**config.mk**
```make
export PLATFORM = sky130hd
export DESIGN_NAME = multicycle_controller
export DESIGN_NICKNAME = d
export VERILOG_FILES = /design/src/rtl/riscv_ctrl_pkg.sv /design/src/rtl/alu_decoder.sv /design/src/rtl/multicycle_controller.sv
export SDC_FILE = /design/constraint.sdc
export NUM_CORES = 1
export LEC_CHECK = 0
export BUFFER_PORTS_ARGS = -buffer_cell sky130_fd_sc_hd__buf_2
export CORE_ASPECT_RATIO = 1.2
export CORE_MARGIN = 4
export CORE_UTILIZATION = 29
export DETAILED_ROUTE_END_ITERATION = 8
export SETUP_SLACK_MARGIN = 0.1
export SLEW_MARGIN = 20
export SYNTH_ARGS = -nofsm -noshare
export SYNTH_HDL_FRONTEND = slang
export SYNTH_HIERARCHICAL = 1
export SYNTH_SLANG_ARGS = --single-unit
```
**constraint.sdc**
```tcl
create_clock -name clk -period 6.1 [get_ports clk]
set_clock_uncertainty 0.05 [all_clocks]
set_input_delay 1.22 -clock clk [delete_from_list [all_inputs] [get_ports clk]]
set_output_delay 1.22 -clock clk [all_outputs]
set_load 0.01 [all_outputs]
```
**src/rtl/riscv_ctrl_pkg.sv**
```systemverilog
// Shared definitions for the multicycle RV32I control path:
// FSM state encoding, opcodes, mux-select and ALU encodings, ALUOp type
// and the immediate-format decode used by both cores.
// Optional feature macro: MULTICYCLE_ILLEGAL_TRAP_EN (see multicycle_controller).
package riscv_ctrl_pkg;

  // FSM states; codes 12..15 are unused and recover to FETCH
  typedef enum logic [3:0] {
    FETCH    = 4'd0,
    DECODE   = 4'd1,
    MEMADR   = 4'd2,
    MEMREAD  = 4'd3,
    MEMWB    = 4'd4,
    MEMWRITE = 4'd5,
    EXECUTER = 4'd6,
    EXECUTEI = 4'd7,
    JAL      = 4'd8,
    ALUWB    = 4'd9,
    BEQ      = 4'd10,
    ILLEGAL  = 4'd11
  } state_t;

  // Opcodes, Instr[6:0]
  localparam logic [6:0] OP_LOAD   = 7'b0000011;
  localparam logic [6:0] OP_STORE  = 7'b0100011;
  localparam logic [6:0] OP_RTYPE  = 7'b0110011;
  localparam logic [6:0] OP_ITYPE  = 7'b0010011;
  localparam logic [6:0] OP_JAL    = 7'b1101111;
  localparam logic [6:0] OP_BRANCH = 7'b1100011;

  // ResultSrc
  localparam logic [1:0] RES_ALUOUT    = 2'b00;
  localparam logic [1:0] RES_DATA      = 2'b01;
  localparam logic [1:0] RES_ALURESULT = 2'b10;

  // ALUSrcA
  localparam logic [1:0] SRCA_PC    = 2'b00;
  localparam logic [1:0] SRCA_OLDPC = 2'b01;
  localparam logic [1:0] SRCA_RD1   = 2'b10;

  // ALUSrcB
  localparam logic [1:0] SRCB_RD2  = 2'b00;
  localparam logic [1:0] SRCB_IMM  = 2'b01;
  localparam logic [1:0] SRCB_FOUR = 2'b10;

  // ImmSrc
  localparam logic [1:0] IMM_I = 2'b00;
  localparam logic [1:0] IMM_S = 2'b01;
  localparam logic [1:0] IMM_B = 2'b10;
  localparam logic [1:0] IMM_J = 2'b11;

  // ALUControl
  localparam logic [2:0] ALU_ADD = 3'b000;
  localparam logic [2:0] ALU_SUB = 3'b001;
  localparam logic [2:0] ALU_AND = 3'b010;
  localparam logic [2:0] ALU_OR  = 3'b011;
  localparam logic [2:0] ALU_SLT = 3'b101;

  // ALUOp: what the FSM asks of the ALU decoder
  typedef enum logic [1:0] {
    ALUOP_ADD   = 2'b00,
    ALUOP_SUB   = 2'b01,
    ALUOP_FUNCT = 2'b10
  } alu_op_t;

  // Immediate format from opcode; R-type and unknown opcodes fall back to I
  function automatic logic [1:0] imm_src_for(input logic [6:0] op);
    case (op)
      OP_STORE:  imm_src_for = IMM_S;
      OP_BRANCH: imm_src_for = IMM_B;
      OP_JAL:    imm_src_for = IMM_J;
      default:   imm_src_for = IMM_I;
    endcase
  endfunction

endpackage

```
**src/rtl/alu_decoder.sv**
```systemverilog
// ALU decoder: ALUOp + funct3/op[5]/funct7b5 -> ALUControl.
// Purely combinational so the single-cycle core can reuse it unchanged.
module alu_decoder
  import riscv_ctrl_pkg::*;
(
  input  logic [1:0] alu_op,
  input  logic [2:0] funct3,
  input  logic       op5,
  input  logic       funct7b5,
  output logic [2:0] alu_control
);

  // Funct decode; sub only for R-type with funct7b5 (addi ignores bit 30)
  always_comb begin
    alu_control = ALU_ADD;
    case (alu_op)
      ALUOP_ADD: alu_control = ALU_ADD;
      ALUOP_SUB: alu_control = ALU_SUB;
      ALUOP_FUNCT: begin
        case (funct3)
          3'b000:  alu_control = (op5 & funct7b5) ? ALU_SUB : ALU_ADD;
          3'b010:  alu_control = ALU_SLT;
          3'b110:  alu_control = ALU_OR;
          3'b111:  alu_control = ALU_AND;
          default: alu_control = ALU_ADD;
        endcase
      end
      default: alu_control = ALU_ADD;
    endcase
  end

endmodule

```
**src/rtl/multicycle_controller.sv**
```systemverilog
// Multicycle RV32I control FSM: sequences PC/IR/regfile/memory enables and
// datapath mux selects, stalling on MemReady.
// Optional macro MULTICYCLE_ILLEGAL_TRAP_EN: unknown opcodes park the FSM in a
// sticky ILLEGAL state and raise IllegalInstr; otherwise they execute as a NOP.
module multicycle_controller
  import riscv_ctrl_pkg::*;
#(
  parameter state_t RESET_STATE = FETCH
) (
  input  logic       clk,
  input  logic       reset,
  input  logic [6:0] op,
  input  logic [2:0] funct3,
  input  logic       funct7b5,
  input  logic       Zero,
  input  logic       MemReady,
  output logic       PCWrite,
  output logic       AdrSrc,
  output logic       MemWrite,
  output logic       IRWrite,
  output logic [1:0] ResultSrc,
  output logic [1:0] ALUSrcA,
  output logic [1:0] ALUSrcB,
  output logic [2:0] ALUControl,
  output logic [1:0] ImmSrc,
  output logic       RegWrite,
  output logic       InstrDone
`ifdef MULTICYCLE_ILLEGAL_TRAP_EN
  ,
  output logic       IllegalInstr
`endif
);

  state_t  state_reg;
  state_t  state_next;
  alu_op_t alu_op;
  logic    pc_update;
  logic    branch;
  logic    ir_write;
  logic    reg_write;
  logic    mem_write;
  logic    instr_done;

  // State register; reset aborts any instruction in flight
  always_ff @(posedge clk or negedge reset) begin
    if (!reset) state_reg <= RESET_STATE;
    else        state_reg <= state_next;
  end

  // Next-state and Moore outputs; FETCH/MEMWRITE also look at MemReady
  always_comb begin
    state_next = state_reg;
    pc_update  = 1'b0;
    branch     = 1'b0;
    ir_write   = 1'b0;
    reg_write  = 1'b0;
    mem_write  = 1'b0;
    instr_done = 1'b0;
    AdrSrc     = 1'b0;
    ResultSrc  = RES_ALUOUT;
    ALUSrcA    = SRCA_PC;
    ALUSrcB    = SRCB_RD2;
    alu_op     = ALUOP_ADD;
    case (state_reg)
      FETCH: begin
        ALUSrcB   = SRCB_FOUR;
        ResultSrc = RES_ALURESULT;
        if (MemReady) begin
          ir_write   = 1'b1;
          pc_update  = 1'b1;
          state_next = DECODE;
        end
      end
      DECODE: begin
        // OldPC + imm lands in ALUOut as the branch/jump target
        ALUSrcA = SRCA_OLDPC;
        ALUSrcB = SRCB_IMM;
        case (op)
          OP_LOAD, OP_STORE: state_next = MEMADR;
          OP_RTYPE:          state_next = EXECUTER;
          OP_ITYPE:          state_next = EXECUTEI;
          OP_JAL:            state_next = JAL;
          OP_BRANCH:         state_next = BEQ;
          default:           state_next = ILLEGAL;
        endcase
      end
      MEMADR: begin
        ALUSrcA    = SRCA_RD1;
        ALUSrcB    = SRCB_IMM;
        state_next = (op == OP_STORE) ? MEMWRITE : MEMREAD;
      end
      MEMREAD: begin
        AdrSrc = 1'b1;
        if (MemReady) state_next = MEMWB;
      end
      MEMWB: begin
        ResultSrc  = RES_DATA;
        reg_write  = 1'b1;
        instr_done = 1'b1;
        state_next = FETCH;
      end
      MEMWRITE: begin
        // Strobe held until the memory acknowledges
        AdrSrc    = 1'b1;
        mem_write = 1'b1;
        if (MemReady) begin
          instr_done = 1'b1;
          state_next = FETCH;
        end
      end
      EXECUTER: begin
        ALUSrcA    = SRCA_RD1;
        alu_op     = ALUOP_FUNCT;
        state_next = ALUWB;
      end
      EXECUTEI: begin
        ALUSrcA    = SRCA_RD1;
        ALUSrcB    = SRCB_IMM;
        alu_op     = ALUOP_FUNCT;
        state_next = ALUWB;
      end
      JAL: begin
        // PC <- target in ALUOut while ALU forms OldPC+4 for the link
        ALUSrcA    = SRCA_OLDPC;
        ALUSrcB    = SRCB_FOUR;
        pc_update  = 1'b1;
        state_next = ALUWB;
      end
      ALUWB: begin
        reg_write  = 1'b1;
        instr_done = 1'b1;
        state_next = FETCH;
      end
      BEQ: begin
        ALUSrcA    = SRCA_RD1;
        alu_op     = ALUOP_SUB;
        branch     = 1'b1;
        instr_done = 1'b1;
        state_next = FETCH;
      end
      ILLEGAL: begin
`ifdef MULTICYCLE_ILLEGAL_TRAP_EN
        state_next = ILLEGAL;
`else
        instr_done = 1'b1;
        state_next = FETCH;
`endif
      end
      default: state_next = FETCH;
    endcase
  end

  alu_decoder u_alu_decoder (
    .alu_op      (alu_op),
    .funct3      (funct3),
    .op5         (op[5]),
    .funct7b5    (funct7b5),
    .alu_control (ALUControl)
  );

  assign ImmSrc = imm_src_for(op);

  // Enables are masked while reset is low so no strobe escapes during reset
  assign PCWrite   = reset & (pc_update | (branch & Zero));
  assign IRWrite   = reset & ir_write;
  assign RegWrite  = reset & reg_write;
  assign MemWrite  = reset & mem_write;
  assign InstrDone = reset & instr_done;

`ifdef MULTICYCLE_ILLEGAL_TRAP_EN
  assign IllegalInstr = (state_reg == ILLEGAL);
`endif

endmodule

```
==> flow_metrics.py, run 1 <==
metrics = {
    "run_status": {
        "outcome": "completed",
    },
    "layout": {
        "antenna_cells": 0,
        "nets": 137,
        "drive_gt1_frac": 0.3390,
        "layoutNonFillerInstCount": 148,
        "area_growth_pct": 29.34,
        "largest_reg_flops": 4,
    },
    "global_route": {
        "grt.overflow.total": 0,
        "grt_pass1_vias": 716,
        "globalRouteMet3Util": 0.02743,
        "grt_max_degree": 23,
        "grt_pass1_wl_mm": 2.980,
        "antenna_found_initial": 0,
        "use_met1": 0.1456,
        "grt-busiest-layer": "met2",
        "met2_usage": 0.2210,
        "grt_usage": 0.1232,
    },
    "setup_path": {
        "required_ns": 4.83,
        "cp.depth": 5,
        "setup.worst_path.start_class": "primary input",
        "critical_path.cell_chain": "buf_2 -> nand4bb_1 -> or4_2 -> nand2_1 -> buf_2",
        "setup.worst_path.end": "ImmSrc[0]",
        "crit_buf_inv": 2,
        "path_max_fanout": 4,
        "max_stage_delay_ns": 0.57,
        "rr_startpoint": "state_reg[1]$_DFFE_PN0P_",
        "rrSetupSlack_ns": 4.47,
        "critPathTopFamily": "simple AND/OR/NAND/NOR gates",
        "cp-end-kind": "primary output",
        "r2r_end": "state_reg[0]$_DFFE_PN0P_",
        "path_class": "primary input to primary output",
        "crit_start": "op[2]",
        "slowest_stage": "or4_2",
        "rr_worst_depth": 3,
        "worstPathArrival_ns": 2.33,
        "crit_path_frequent_cell": "buf_2",
    },
    "detailed_routing": {
        "viasPerCell": 5.135,
        "drt_iter0_drc": 13,
        "vias": 760,
        "wl_per_cell_um": 11.60,
        "drt_wl_total_mm": 1.717,
        "drtAntennaViolNets": 0,
        "drc": 0,
        "drt_first_pass_iters": 4,
    },
    "power_and_ir_drop": {
        "ir_drop_uv": 277.1,
        "power.total_uw": 306.1,
        "leakage_uw": 0.0003927,
        "p_per_area_nw_per_um2": 365.1,
    },
    "sta": {
        "setup_viol": 0,
        "tns_ns": 0,
        "clock.fmax_mhz": 277.5,
        "rsz0062_at_grt": "false",
        "worst_slew_pin_slew_ns": 0.6110,
        "fin_crit_sh": 0.5907,
        "whs_ns": 0.7177,
        "worst_slack_ns": 2.497,
        "slew-limit-headroom": 0.5927,
        "hold_violations": 0,
        "period_needed_ns": 3.603,
        "drv_slew": 0,
    },
    "synth": {
        "ys_seq_area_frac": 0.1544,
        "synth_top_area_frac": 0.1544,
        "synth_seq_cells": 4,
        "synth_cell_type_count": 37,
        "synth_cells": 90,
        "synth_edf_count": 0,
        "synthTopCellsByArea": "dfrtp_1, xnor2_1, and3_1",
        "yosysTopAreaCell": "dfrtp_1",
        "synth_ff_type": "dfrtp_1",
        "syn_area_per_cell_um2": 7.201,
        "async_reset_ff_frac": 1.000,
        "syn_nets": 107,
        "yosys_warnings": 6,
        "netlist_area_um2": 648.1,
    },
    "clock_network": {
        "clockRootBuffer": "clkbuf_4",
        "cts.hold.buffers_added": 0,
        "clk_pin_slew_worst_paths_ns": 0.04,
        "cts_buffers": 3,
        "cts_buffer_depth": 2,
        "tritoncts": "yes",
        "cts.repair.resized": 0,
        "cts.sinks": 4,
        "cts_setup_buffers": 0,
        "htree_num_levels": 1,
        "clk_latency_ns": 0.23,
    },
    "floorplan": {
        "row_count": 18,
        "die_w_um": 51.16,
        "pin_count": 32,
        "die_area_um2": 3058,
        "coreArea_um2": 2095,
        "die_height_um": 59.79,
        "initial_utilization": 0.3094,
    },
    "min_path": {
        "hp-class": "flip-flop to flip-flop",
        "worstHoldStart": "state_reg[3]$_DFFE_PN0P_",
    },
    "placement": {
        "hpwl_mm": 1.378,
        "place.gp.congestion": 0.7234,
        "io_buffers": 31,
        "place_inst": 145,
        "dp_worst_setup_slack_ns": 2.484,
    },
    "run": {
        "max_cap_viol_count": 0,
    },
}
[worst min-delay path by stage]
stage                     slack [ns]                        to  cells after the start
after floorplan                 0.56  state_reg[1]$_DFFE_PN0P_                      3
after global placement          0.72  state_reg[2]$_DFFE_PN0P_                      1
after detailed placement        0.73  state_reg[2]$_DFFE_PN0P_                      1
after CTS                       0.73  state_reg[2]$_DFFE_PN0P_                      1
after global routing            0.76  state_reg[3]$_DFFE_PN0P_                      1
final                           0.72  state_reg[2]$_DFFE_PN0P_                      1
[kinds of logic (layout without fill, tap and decap cells)]
group | count (synthesis) | count (layout) | synth area share
xor+xnor | 4 | 4 | 0.05405
flops | 4 | 4 | 0.1544
fa+ha+maj | 3 | 3 | 0.05598
buf+inv | 12 | 40 | 0.07335
simple gates | 49 | 49 | 0.4614
compound gates | 18 | 18 | 0.2008
[final cells by class]
class,instances,area (µm²)
Clock buffer,3,22.52
Fill cell,238,1256
Inverter,6,22.52
Multi-Input combinational cell,74,500.5
Sequential cell,4,100.1
Tap cell,30,37.54
Timing Repair Buffer,31,155.1
[layout by cell type (no fill, tap or decap), types with 2 or more instances in the layout]
| cell type | synthesis | routed |
|---|---|---|
| nor2_1 | 8 | 8 |
| nor2b_1 | 5 | 5 |
| a21oi_1 | 5 | 5 |
| nand2b_1 | 3 | 3 |
| dfrtp_1 | 4 | 4 |
| nor3_1 | 4 | 4 |
| xnor2_1 | 4 | 4 |
| nor3b_1 | 4 | 4 |
| nand3b_1 | 2 | 2 |
| buf_2 | 2 | 31 |
| inv_1 | 6 | 6 |
| o21ai_0 | 3 | 3 |
| and3_1 | 5 | 5 |
| ha_1 | 2 | 2 |
| clkbuf_4 | 0 | 3 |
| nand2_1 | 7 | 7 |
| and4b_2 | 2 | 2 |
[where the power goes]
group          internal, µW  total (µW)  switching, µW
logic                  93.4         185           91.9
registers              37.4        88.5           51.1
clock network          22.0        32.3           10.3
total                   153         306            153
[layer usage]
layer  vias to the layer above  share of wire
met4                         0              0
met1                       344           0.40
met2                        31           0.52
met5                         -              0
met3                         0          0.082
li1                        385              -
[metrics by stage]
| stage | utilization | cell area, µm² |
|---|---|---|
| finish | 0.4002 | 838.3 |
| global route | 0.4002 | 838.3 |
| CTS | 0.4002 | 838.3 |
| detailed placement | 0.3895 | 815.8 |
| global placement | 0.3895 | 815.8 |
| floorplan | - | 648.1 |
[Yosys cell counts, types with 2 or more instances]
cell type  instances
clkbuf_1           4
nand2b_1           3
and4b_2            2
nand3b_1           2
nor3_1             4
nor2b_1            5
dfrtp_1            4
buf_2              2
inv_1              6
nor3b_1            4
ha_1               2
xnor2_1            4
and3_1             5
nor2_1             8
nand2_1            7
o21ai_0            3
a21oi_1            5
(Power assumes the default switching activity.)
==> run 2, diff against run 1 <==
==> constraint.sdc (replaced) <==
create_clock -name clk -period 3.7 [get_ports clk]
set_clock_uncertainty 0.05 [all_clocks]
set_input_delay 0.74 -clock clk [delete_from_list [all_inputs] [get_ports clk]]
set_output_delay 0.74 -clock clk [all_outputs]
set_load 0.01 [all_outputs]
==> flow_metrics.py, run 2 (synthesized netlist as in run 1, its figures left out) <==
metrics = {
    "detailed_routing": {
        "vias": 755,
        "drt_iter0_drc": 6,
        "wl_per_cell_um": 11.53,
        "drt_first_pass_iters": 4,
        "drt_wl_total_mm": 1.707,
        "drc": 0,
        "viasPerCell": 5.101,
        "drtAntennaViolNets": 0,
    },
    "run": {
        "max_cap_viol_count": 0,
    },
    "global_route": {
        "grt_pass1_wl_mm": 2.904,
        "met2_usage": 0.2265,
        "grt_usage": 0.1264,
        "grt_pass1_vias": 696,
        "use_met1": 0.1278,
        "grt_max_degree": 23,
        "grt.overflow.total": 0,
        "globalRouteMet3Util": 0.03491,
        "grt-busiest-layer": "met2",
        "antenna_found_initial": 0,
    },
    "floorplan": {
        "pin_count": 32,
        "row_count": 18,
        "die_height_um": 59.79,
        "die_w_um": 51.16,
        "die_area_um2": 3058,
        "initial_utilization": 0.3094,
        "coreArea_um2": 2095,
    },
    "run_status": {
        "outcome": "completed",
    },
    "sta": {
        "tns_ns": 0,
        "setup_viol": 0,
        "hold_violations": 0,
        "slew-limit-headroom": 0.5983,
        "rsz0062_at_grt": "false",
        "drv_slew": 0,
        "worst_slew_pin_slew_ns": 0.6026,
        "whs_ns": 0.2752,
        "period_needed_ns": 2.926,
        "clock.fmax_mhz": 341.7,
        "fin_crit_sh": 0.7909,
    },
    "clock_network": {
        "clk_latency_ns": 0.24,
        "cts_buffers": 3,
        "cts_setup_buffers": 0,
        "clockRootBuffer": "clkbuf_4",
        "cts.repair.resized": 0,
        "clk_pin_slew_worst_paths_ns": 0.04,
        "cts.hold.buffers_added": 0,
        "htree_num_levels": 1,
        "tritoncts": "yes",
        "cts_buffer_depth": 2,
        "cts.sinks": 4,
    },
    "power_and_ir_drop": {
        "p_per_area_nw_per_um2": 603.2,
        "ir_drop_uv": 260.8,
        "leakage_uw": 0.0003927,
    },
    "layout": {
        "final_common_cell": "buf_2",
        "area_growth_pct": 29.34,
        "fillers": 227,
        "antenna_cells": 0,
        "largest_reg_flops": 4,
        "most-common-layout-cells": "buf_2, nor2_1, nand2_1",
        "nets": 137,
        "drive_gt1_frac": 0.3390,
    },
    "placement": {
        "hpwl_mm": 1.370,
        "place.gp.congestion": 0.7391,
        "io_buffers": 31,
    },
    "setup_path": {
        "rr_worst_depth": 4,
        "path_class": "flip-flop to primary output",
        "crit_start": "state_reg[2]$_DFFE_PN0P_",
        "rrSetupSlack_ns": 2.07,
        "rr_startpoint": "state_reg[1]$_DFFE_PN0P_",
        "setup.worst_path.start_class": "flip-flop",
        "required_ns": 2.91,
        "path_max_fanout": 18,
        "r2r_end": "state_reg[2]$_DFFE_PN0P_",
        "cp-end-kind": "primary output",
        "worstPathArrival_ns": 2.14,
    },
    "min_path": {
        "hp-class": "primary input to async pin",
    },
}
## run 2: cell counts in the layout (fill, tap and decap cells not counted)
Identical to the previous run, type by type.
## run 2: worst max path at each step
stage	endpoint
2_1_floorplan	ALUControl[2]
3_3_place_gp	ImmSrc[0]
3_5_place_dp	ALUControl[2]
4_1_cts	ALUControl[2]
5_1_grt	ALUControl[2]
6_report	ALUControl[2]
## run 2: through the flow
stage / util / setup WS (ns) / cells / power [µW] / cell area [µm²]
final: 0.4002 / 0.7736 / 148 / 505.7 / 838.3
after global routing: 0.4002 / 0.5106 / 148 / 567.2 / 838.3
after CTS: 0.4002 / 0.7772 / 148 / 512.9 / 838.3
after detailed placement: 0.3895 / 1.046 / 145 / 453.9 / 815.8
after global placement: 0.3895 / 1.061 / 145 / 449.4 / 815.8
after floorplan: - / 1.045 / 90 / 358.6 / 648.1
## run 2: layout make-up
| type | count | area, µm² | share of cell area |
|---|---|---|---|
| multi-input cells | 74 | 500.5 | 0.5970 |
| repair buffers | 31 | 155.1 | 0.1851 |
| flip-flops and latches | 4 | 100.1 | 0.1194 |
| well taps | 30 | 37.54 | 0.04478 |
| clock buffers | 3 | 22.52 | 0.02687 |
| inverters | 6 | 22.52 | 0.02687 |
## run 2: routing by layer
metal	up-vias	part of all wire
met3	4	0.060
met4	0	0.023
li1	386	-
met5	-	0
met1	341	0.41
met2	24	0.51
## run 2: worst max-delay path, cell delays in order, from the launching register on
cell and delay [ns]:
dfrtp_1 0.56, nor2_1 0.30, and3_1 0.22, inv_1 0.05, ha_1 0.32, nor4b_1 0.27, buf_2 0.18
## run 2: report_power, final
group,switching (µW),internal (µW),leakage [µW]
Combinational,153,154,0.000328
Sequential,82.3,61.7,0.0000507
Clock,18.8,36.3,0.0000138
Total,254,252,0.000393
